### src/rtl/fb_pkg.sv
// rtl/fb_pkg.sv - shared types and constants for the framebuffer write scheduler
// Purpose: framebuffer geometry constants, coordinate/colour types, fill FSM
//          state encoding and a coordinate clamp helper.
// Ports:   none (package).
package fb_pkg;

  localparam int FB_ADDR_W  = 16;
  localparam int FB_COLOR_W = 24;
  localparam int FB_VIS_W   = 200;
  localparam int FB_VIS_H   = 150;

  typedef logic [7:0]            fb_coord_t;
  typedef logic [FB_COLOR_W-1:0] fb_color_t;

  typedef enum logic {
    F_IDLE,
    F_RUN
  } fill_state_t;

  function automatic fb_coord_t fb_clamp(input fb_coord_t v, input fb_coord_t lim);
    return (v > lim) ? lim : v;
  endfunction

endpackage

### src/rtl/fb_fill_walker.sv
// rtl/fb_fill_walker.sv - rectangle fill walker, raster-order pixel generator
// Purpose: latches a fill command and walks its pixels in raster order, one
//          pixel per step, reporting completion on the cycle it finishes.
// Config:  FB_CLIP_EN clamps latched corners to the visible 200x150 area.
// Ports:   clk, reset_n     clock, async active-low reset
//          start, x0..y1    fill command strobe and inclusive corners
//          color_in         fill colour to latch
//          step             current pixel is consumed this cycle
//          busy             walker in F_RUN (registered state)
//          cur_x, cur_y     current pixel coordinate
//          color            latched fill colour
//          done             combinational: fill finishes this cycle
//                           (last pixel stepped, or empty command accepted)
module fb_fill_walker
  import fb_pkg::*;
(
  input  logic      clk,
  input  logic      reset_n,
  input  logic      start,
  input  fb_coord_t x0,
  input  fb_coord_t y0,
  input  fb_coord_t x1,
  input  fb_coord_t y1,
  input  fb_color_t color_in,
  input  logic      step,
  output logic      busy,
  output fb_coord_t cur_x,
  output fb_coord_t cur_y,
  output fb_color_t color,
  output logic      done
);

  fill_state_t state_q, state_d;
  fb_coord_t   x0_q, x0_d, x1_q, x1_d, y1_q, y1_d;
  fb_coord_t   cur_x_q, cur_x_d, cur_y_q, cur_y_d;
  fb_color_t   color_q, color_d;
  fb_coord_t   lx0, ly0, lx1, ly1;

`ifdef FB_CLIP_EN
  assign lx0 = fb_clamp(x0, fb_coord_t'(FB_VIS_W - 1));
  assign lx1 = fb_clamp(x1, fb_coord_t'(FB_VIS_W - 1));
  assign ly0 = fb_clamp(y0, fb_coord_t'(FB_VIS_H - 1));
  assign ly1 = fb_clamp(y1, fb_coord_t'(FB_VIS_H - 1));
`else
  assign lx0 = x0;
  assign lx1 = x1;
  assign ly0 = y0;
  assign ly1 = y1;
`endif

  always_comb begin
    state_d = state_q;
    x0_d    = x0_q;
    x1_d    = x1_q;
    y1_d    = y1_q;
    cur_x_d = cur_x_q;
    cur_y_d = cur_y_q;
    color_d = color_q;
    done    = 1'b0;
    case (state_q)
      F_IDLE: begin
        if (start) begin
          if ((lx1 < lx0) || (ly1 < ly0)) begin
            // empty rectangle: report completion without entering F_RUN
            done = 1'b1;
          end else begin
            x0_d    = lx0;
            x1_d    = lx1;
            y1_d    = ly1;
            cur_x_d = lx0;
            cur_y_d = ly0;
            color_d = color_in;
            state_d = F_RUN;
          end
        end
      end
      F_RUN: begin
        if (step) begin
          if (cur_x_q == x1_q) begin
            if (cur_y_q == y1_q) begin
              done    = 1'b1;
              state_d = F_IDLE;
            end else begin
              cur_x_d = x0_q;
              cur_y_d = cur_y_q + 8'd1;
            end
          end else begin
            cur_x_d = cur_x_q + 8'd1;
          end
        end
      end
      default: state_d = F_IDLE;
    endcase
  end

  always_ff @(posedge clk or negedge reset_n) begin
    if (!reset_n) begin
      state_q <= F_IDLE;
      x0_q    <= '0;
      x1_q    <= '0;
      y1_q    <= '0;
      cur_x_q <= '0;
      cur_y_q <= '0;
      color_q <= '0;
    end else begin
      state_q <= state_d;
      x0_q    <= x0_d;
      x1_q    <= x1_d;
      y1_q    <= y1_d;
      cur_x_q <= cur_x_d;
      cur_y_q <= cur_y_d;
      color_q <= color_d;
    end
  end

  assign busy  = (state_q == F_RUN);
  assign cur_x = cur_x_q;
  assign cur_y = cur_y_q;
  assign color = color_q;

endmodule

### src/rtl/fb_write_scheduler.sv
// rtl/fb_write_scheduler.sv - arbitrates CPU pixel stores and fill engine onto the framebuffer port
// Purpose: CPU-priority arbiter with a bounded CPU burst so a pending fill
//          always progresses; registers the framebuffer write port.
// Config:  FB_CLIP_EN drops CPU writes outside the visible 200x150 area
//          (handshake still completes) and clamps fill corners.
// Ports:   clk, reset_n                  clock, async active-low reset
//          cpu_valid/cpu_ready           CPU store handshake (ready is combinational)
//          cpu_addr, cpu_color           {y,x} address and {B,G,R} colour
//          fill_start, fill_x0..fill_y1  fill command and inclusive corners
//          fill_color                    fill colour
//          fill_busy, fill_done          fill status (registered)
//          fb_enable, xy_addr, color     framebuffer write port (registered)
module fb_write_scheduler
  import fb_pkg::*;
#(
  parameter int CPU_BURST = 4
) (
  input  logic                  clk,
  input  logic                  reset_n,
  input  logic                  cpu_valid,
  output logic                  cpu_ready,
  input  logic [FB_ADDR_W-1:0]  cpu_addr,
  input  logic [FB_COLOR_W-1:0] cpu_color,
  input  logic                  fill_start,
  input  logic [7:0]            fill_x0,
  input  logic [7:0]            fill_y0,
  input  logic [7:0]            fill_x1,
  input  logic [7:0]            fill_y1,
  input  logic [FB_COLOR_W-1:0] fill_color,
  output logic                  fill_busy,
  output logic                  fill_done,
  output logic                  fb_enable,
  output logic [FB_ADDR_W-1:0]  xy_addr,
  output logic [FB_COLOR_W-1:0] color
);

  localparam int              RUN_W   = $clog2(CPU_BURST + 1);
  localparam logic [RUN_W-1:0] RUN_MAX = RUN_W'(CPU_BURST);

  logic                  fill_run, walk_done;
  fb_coord_t             cur_x, cur_y;
  fb_color_t             walk_color;
  logic                  cpu_grant, fill_grant, cpu_visible;

  logic [RUN_W-1:0]      cpu_run_q, cpu_run_d;
  logic                  fb_enable_q, fb_enable_d;
  logic [FB_ADDR_W-1:0]  xy_addr_q, xy_addr_d;
  logic [FB_COLOR_W-1:0] color_q, color_d;
  logic                  fill_done_q, fill_done_d;

  fb_fill_walker u_walker (
    .clk      (clk),
    .reset_n  (reset_n),
    .start    (fill_start),
    .x0       (fill_x0),
    .y0       (fill_y0),
    .x1       (fill_x1),
    .y1       (fill_y1),
    .color_in (fill_color),
    .step     (fill_grant),
    .busy     (fill_run),
    .cur_x    (cur_x),
    .cur_y    (cur_y),
    .color    (walk_color),
    .done     (walk_done)
  );

`ifdef FB_CLIP_EN
  assign cpu_visible = (cpu_addr[7:0] < 8'(FB_VIS_W)) && (cpu_addr[15:8] < 8'(FB_VIS_H));
`else
  assign cpu_visible = 1'b1;
`endif

  // After CPU_BURST back-to-back CPU grants during a fill, the CPU is held
  // off for one cycle so the fill takes the port.
  assign cpu_ready  = !(fill_run && (cpu_run_q == RUN_MAX));
  assign cpu_grant  = cpu_valid && cpu_ready;
  assign fill_grant = fill_run && !cpu_grant;

  always_comb begin
    cpu_run_d   = cpu_run_q;
    fb_enable_d = 1'b0;
    xy_addr_d   = xy_addr_q;
    color_d     = color_q;
    fill_done_d = walk_done;

    if (!fill_run || fill_grant) begin
      cpu_run_d = '0;
    end else if (cpu_grant && (cpu_run_q != RUN_MAX)) begin
      cpu_run_d = cpu_run_q + RUN_W'(1);
    end

    if (cpu_grant) begin
      fb_enable_d = cpu_visible;
      xy_addr_d   = cpu_addr;
      color_d     = cpu_color;
    end else if (fill_grant) begin
      fb_enable_d = 1'b1;
      xy_addr_d   = {cur_y, cur_x};
      color_d     = walk_color;
    end
  end

  always_ff @(posedge clk or negedge reset_n) begin
    if (!reset_n) begin
      cpu_run_q   <= '0;
      fb_enable_q <= 1'b0;
      xy_addr_q   <= '0;
      color_q     <= '0;
      fill_done_q <= 1'b0;
    end else begin
      cpu_run_q   <= cpu_run_d;
      fb_enable_q <= fb_enable_d;
      xy_addr_q   <= xy_addr_d;
      color_q     <= color_d;
      fill_done_q <= fill_done_d;
    end
  end

  assign fill_busy = fill_run;
  assign fill_done = fill_done_q;
  assign fb_enable = fb_enable_q;
  assign xy_addr   = xy_addr_q;
  assign color     = color_q;

endmodule
### config.mk
export PLATFORM = sky130hd
export DESIGN_NAME = fb_write_scheduler
export DESIGN_NICKNAME = d
export VERILOG_FILES = /design/src/rtl/fb_pkg.sv /design/src/rtl/fb_fill_walker.sv /design/src/rtl/fb_write_scheduler.sv
export SDC_FILE = /design/constraint.sdc
export NUM_CORES = 1
export LEC_CHECK = 0
export BUFFER_PORTS_ARGS = -buffer_cell sky130_fd_sc_hd__buf_2
export CORE_MARGIN = 4
export CORE_UTILIZATION = 48
export CTS_CLUSTER_SIZE = 25
export DETAILED_ROUTE_END_ITERATION = 6
export GPL_ROUTABILITY_DRIVEN = 0
export GPL_TIMING_DRIVEN = 0
export HOLD_SLACK_MARGIN = 0.12
export PLACE_DENSITY = 0.85
export SYNTH_ARGS = -nofsm -noshare
export SYNTH_HDL_FRONTEND = slang
export SYNTH_HIERARCHICAL = 1
export SYNTH_SLANG_ARGS = --single-unit
### constraint.sdc
create_clock -name clk -period 2.3 [get_ports clk]
set_clock_uncertainty 0.2 [all_clocks]
set_input_delay 0.115 -clock clk [delete_from_list [all_inputs] [get_ports clk]]
set_output_delay 0.115 -clock clk [all_outputs]
set_load 0.1 [all_outputs]
# Word-level counts from Yosys, hierarchy flattened
# Cells that the tools add are included.
# totals
ff_bits	110
latch_bits	0
ramBits	0
romBits	0
in_bits	100
output_inout_bits	44
mem_count	0
# classes
n_addsub	3
n_mul	0
n_div	0
n_lt_le_gt_ge	2
n_eq_ne	10
shifts	0
mux	32
n_bitwise	2
n_reduce_logical	14
# op_table
cell	n
8-bit 2-to-1 mux	10
24-bit 2-to-1 mux	2
16-bit 2-to-1 mux	2
8-bit case mux with 2 select lines	2
8-bit by 1-bit adder with 8-bit output (second input constant)	2
8-bit equality test	2
8-bit less-than comparator	2
1-bit 2-to-1 mux	12
2-bit inequality test (second input constant)	5
3-bit 2-to-1 mux	2
3-bit inequality test (second input constant)	2
5-bit AND reduction	1
1-bit logical AND	4
1-bit case mux with 2 select lines	2
4-bit AND reduction	1
2-bit nonzero test	2
3-bit by 1-bit adder with 3-bit output (second input constant)	1
3-bit equality test (second input constant)	1
1-bit zero test	3
3-bit AND reduction	1
1-bit logical OR	2
1-bit NOT	2

# Depth between registers and ports, before layout
# logic_depth
word_depth	8
depth_mapped	11
mapped_depth_nobuf	11

# Hierarchy
# The synthesis kept the hierarchy.
# by_module_without_submodules
module	n_inst	cells_each	area_per_inst_um2
fb_fill_walker	1	313	3489.6
fb_write_scheduler	1	196	2130.8

# Worst setup path before layout
# Ideal clock, no wire load.
# synth_path
path_kind	register -> register
startpoint	register u_walker.state_q, in the netlist u_walker/busy
endpoint	register u_walker.cur_y_q[5], in the netlist u_walker/cur_y[5]
setup_ns	0.133
t_arrival_ns	2.589
t_required_ns	1.967
slack_ns	-0.622
path_stages_with_launch	11
path_buffers	1
path_cell_list	dfrtp_1 > buf_6 > nand3_4 > and2_4 > nor2b_1 > nand2_1 > inv_1 > o21a_1 > nand2_1 > o32ai_1 > a211oi_2
# synth_between
elab_chain_cells	7
word_cells_on_any_way	13
cone_classes	5 x eq/ne; 1 x mux; 1 x bitwise; 6 x reduce/logical
# synth_rtl
item	line	rtl
start, declared	fb_fill_walker.sv:33	fill_state_t state_q, state_d;
start signal, assigned	fb_fill_walker.sv:106	state_q <= state_d;
1-bit logical AND	fb_write_scheduler.sv:76	assign cpu_ready = !(fill_run && (cpu_run_q == RUN_MAX));
1-bit zero test	fb_write_scheduler.sv:76	
1-bit logical AND	fb_write_scheduler.sv:77	assign cpu_grant = cpu_valid && cpu_ready;
1-bit zero test	fb_write_scheduler.sv:78	assign fill_grant = fill_run && !cpu_grant;
1-bit logical AND (*)	fb_write_scheduler.sv:78	
net fill_grant	fb_write_scheduler.sv:43	logic cpu_grant, fill_grant, cpu_visible;
2-bit inequality test (no source line) (*)	n/a	
5-bit AND reduction (no source line) (*)	n/a	
end signal, assigned	fb_fill_walker.sv:111	cur_y_q <= cur_y_d;
end, declared	fb_fill_walker.sv:35	fb_coord_t cur_x_q, cur_x_d, cur_y_q, cur_y_d;
# The timed path passes the listed nets; every way through them passes the cells marked *.
# A chain may end at the register's enable or synchronous reset.

# Worst setup path after layout
# layout_path
startpoint	register u_walker.cur_x_q[0], in the netlist u_walker/cur_x[0]
endpoint	register u_walker.cur_y_q[6], in the netlist u_walker/cur_y[6]
# layout_between
elab_chain_cells	3
# layout_rtl
item	line	rtl
start, declared	fb_fill_walker.sv:35	
start signal, assigned	fb_fill_walker.sv:110	cur_x_q <= cur_x_d;
8-bit equality test	fb_fill_walker.sv:79	if (cur_x_q == x1_q) begin
2-bit inequality test (no source line)	n/a	
5-bit AND reduction (no source line)	n/a	
# Every way passes these cells.

==> summary.md <==
| Metric | Value |
|---|---|
| Portion of total power attributed to sequential cells | around a third |
| Portion of netlist area occupied by mux cells | between 10% and 20% |
| Total wire length | 19200 um |
| Fin Hold WS | 0.160 ns |
| Fraction of the mapped netlist area in compound gates | approximately a tenth |
| Maximum number of pins on one net before global-route repair | 58 |
| Overall power after layout | a little over 10 mW |
| Total vias in the final route | 5402 |
| Failing checks | setup timing |
| Total CTS buffers | 9 |
| Number of setup violations in the final report | 16 |
| Final standard cell utilization of the core | between 70% and 80% |
| Pwr/cell area | about 1300 mW/mm^2 |
| Switching share of total power | between 40% and 50% |
| Design area | 0.00808 mm^2 |
| Standard cell area after detailed placement | approximately 0.0066 mm^2 |
| Tightest Hold Check Type | in2async |
| Total negative setup slack | -1.16 ns |
| Cell with the most instances after synthesis | sky130_fd_sc_hd__dfrtp_1 |
| Initial antenna violation count | 3 |
| Clock sinks | 110 |
| Post-placement setup slack | -0.350 ns |
| Initial cell density of the core | around 50% |
| Cell-internal power | approximately 5.3 mW |
| Die H | 116 um |
| Area overhead of the layout relative to synthesis | 43.8% |
| Congestion Overflow GR | 0 |
| Via count of the first global-routing pass | 5738 |
| Proportion of netlist area held by the largest area contributor | 49.0% |
| Layout cells sized above 1 | 34.9% |
| Static power due to leakage | 3.96 nW |
| Count of boundary I/O pins | approximately 140 |
| Result of the run | complete, but fails checks |
| Max-slew violation count | 0 |
| Dominant combinational cell family by area after synthesis | multiplexers |
| Total iterations of the first detailed-routing run | 6 |
| Drc violations | 0 |
| Non-filler cells, final | 930 |
| Final Critical Period | around 2.4 ns |
| H-tree depth reported by CTS | 3 |
| Largest fanout of any net on the critical path | 9 |
| Average wire per standard cell | between 20 and 25 um |
| CTS Buffer Depth | 2 |
| First-pass GRT wire length | between 20000 and 30000 um |
| Timing startpoint of the critical path | u_walker/cur_x[0]$_DFFE_PN0P_ |
| Synth area leader | sky130_fd_sc_hd__dfrtp_1 |
| Vias per inst | just under 6 |
| GRT Resource Usage Total | 28.3% |
| Transition at the pin with the smallest max-transition slack | slightly below 0.7 ns |
| Main flop type after synthesis | sky130_fd_sc_hd__dfrtp_1 |
| Tcrit/Tclk final | 106% |
| Quantity of I/O buffers inserted on ports | between 100 and 150 |
| Slew headroom | a little over half |
| TritonCTS clock tree | built |
| Required time worst endpoint | around 2.3 ns |
| Post-synth net total | approximately 630 |
| Placed wire-length estimate | 11400 um |
| Fraction of registers with async set/reset | between 90% and 100% |
| Synthesized-area fraction occupied by adder cells | ~4.0% |
| Number of instances in the synthesized netlist | slightly above 500 |
| Nature of the critical path endpoint | flop |
| Mean cell area of the mapped netlist | about 11 um^2 |
| Cell area after technology mapping | between 0.005 and 0.006 mm^2 |
| Class of the most critical setup path | reg2reg |
| Crit path DAT | ~2.4 ns |
| Commonest cells post-synth | sky130_fd_sc_hd__dfrtp_1, sky130_fd_sc_hd__nand3_1, sky130_fd_sc_hd__mux2_2 |
| Post-Synth XOR/XNOR Area | ~3.6% |
| RSZ-0062 raised after global routing | yes |
| Net switching component of the power | roughly 4.9 mW |
| Basic-gate share of the synthesized area counting and, or, nand and nor cells | ~12% |
| Maximum frequency from static timing analysis | between 400 and 500 MHz |
| Net count, final | between 800 and 900 |
| Clock latency reported for the late side of the worst-skew pair | between 0.3 and 0.4 ns |
| Number of placed instances with taps included | 795 |
| DR iter-0 viols | 370 |
| IR Drop Worst-Case VDD | approximately 0.83 mV |
| Part of the total power dissipated in the clock network | about 14% |
| Launch point of the worst reg-to-reg path | u_walker/cur_x[0]$_DFFE_PN0P_ |
| Number of library cell types mapped by synthesis | 45 |
| Horizontal die dimension | approximately 120 um |
| Startpoint type of the worst setup path | flop |
| Root buffer cell | sky130_fd_sc_hd__clkbuf_16 |
| Area contributors post-synth | sky130_fd_sc_hd__dfrtp_1, sky130_fd_sc_hd__mux2_2, sky130_fd_sc_hd__mux2i_1, sky130_fd_sc_hd__nand3_1, sky130_fd_sc_hd__ha_1 |
| Max Cap Violations | 0 |
| FF+latch count, synth | 110 |
| Total number of placement rows | 39 |
| Clock edge transition at the registers on the reported setup and hold paths | approximately 0.07 ns |
| Portion of the post-synthesis area used by sequential elements | between 40% and 50% |
| Ys Warns | 6 |
| Placeable core region | 0.0114 mm^2 |
| Combinational fraction of design power | a little over half |
| Number of enable-type register cells in the synthesized netlist | 0 |
| DIE AREA | approximately 0.014 mm^2 |
| Count of fill cells added during filler insertion | between 800 and 900 |
| Hold Fails Final Rpt | 0 |
| Residual antenna-violating net count after detailed routing | 0 |
| Crit path setup slack, layout | -0.131 ns |
-- power by group through the flow --
stage | registers (mW) | clock network, mW | logic [mW]
floorplan | 4.94 | 0 | 2.11
global placement | 3.38 | 0 | 4.51
detailed placement | 3.43 | 0 | 4.66
CTS | 3.40 | 1.45 | 4.98
global route | 3.52 | 1.54 | 5.59
finish | 3.46 | 1.42 | 5.30
-- area by class of cell --
type                    instances  area (um^2)  share of cell area (%)
clock buffers                   9          225                    2.79
flip-flops and latches        110         2760                    34.2
repair buffers                260         1880                    23.3
well taps                     143          179                    2.21
inverters                      21         81.3                    1.01
diodes                          3         7.51                  0.0929
plain buffers                  31          198                    2.45
multi-input cells             347         2710                    33.5
clock inverters                 6         40.0                   0.495
-- kinds of logic (layout without fill, tap and decap cells) --
| group | after synthesis | after routing |
|---|---|---|
| mux | 88 | 88 |
| xor+xnor | 23 | 23 |
| compound gates | 92 | 92 |
| flops | 110 | 110 |
| other cells | 0 | 3 |
| simple gates | 126 | 126 |
| buf+inv | 52 | 327 |
| fa+ha+maj | 18 | 18 |
-- registers in the layout (all words and copies together), names as in the netlist --
signal and cells:
u_walker/cur_y 8, fill_done 1, cpu_run_q 3, color 24, u_walker/color 24, u_walker/cur_x 8
u_walker/y1_q 8, u_walker/busy 1, xy_addr 16, fb_enable 1, u_walker/x1_q 8, u_walker/x0_q 8
-- critical path, cell delays in order, from the launching register on --
cell and delay, ns:
sky130_fd_sc_hd__dfrtp_2 0.43, sky130_fd_sc_hd__xor2_1 0.17, sky130_fd_sc_hd__nor4_2 0.36, sky130_fd_sc_hd__nand2_1 0.34
sky130_fd_sc_hd__nor3_2 0.48, sky130_fd_sc_hd__a32o_2 0.26, sky130_fd_sc_hd__a211oi_2 0.04
-- worst paths after layout --
| check | endpoint | slack (ns) | cells after the start |
|---|---|---|---|
| worst max-delay path | u_walker/cur_y[6]$_DFFE_PN0P_ | -0.13 | 6 |
| worst min-delay path | u_walker/x1_q[1]$_DFFE_PN0P_ | 0.16 | 2 |
| worst max register to register | u_walker/cur_y[6]$_DFFE_PN0P_ | -0.13 | 6 |
| worst min register to register | cpu_run_q[0]$_DFFE_PN0P_ | 0.28 | 1 |
| max in group asynchronous | u_walker/cur_x[6]$_DFFE_PN0P_ | 1.03 | 3 |
| min in group clk | fill_done$_DFF_PN0_ | 0.19 | 7 |
-- routing by layer --
metal | part of all wire (%) | track usage [%] | vias up | wire length (um)
li1 | - | - | 2373 | -
met3 | 8.3 | 5.54 | 89 | 1590
met2 | 51 | 49.6 | 351 | 9780
met5 | 0 | 0 | - | 0
met4 | 5.1 | 15.7 | 0 | 988
met1 | 36 | 32.5 | 2589 | 6880
-- cell usage in the layout (no fill, tap or decap), drive strengths merged, types with 5 or more instances in the layout --
cell and n:
a211oi 5, dfrtp 110, a21oi 8, clkbuf 21, xor2 9, nand3 63, dlygate4sd3 99, nor2 8
ha 18, o211ai 8, mux2i 43, buf 180, inv 21, and3 8, xnor2 14, nand2 27
mux2 45, nor3 5, o21ai 53
-- repair_timing --
action	CTS	global route
hold buffers	99	0
pin swaps	4	8
gates resized for setup	13	14
setup buffers	6	12
endpoints found under the setup margin	15	18
endpoints found under the hold margin	168	0
Note: power is estimated with default switching activity, not from simulation.
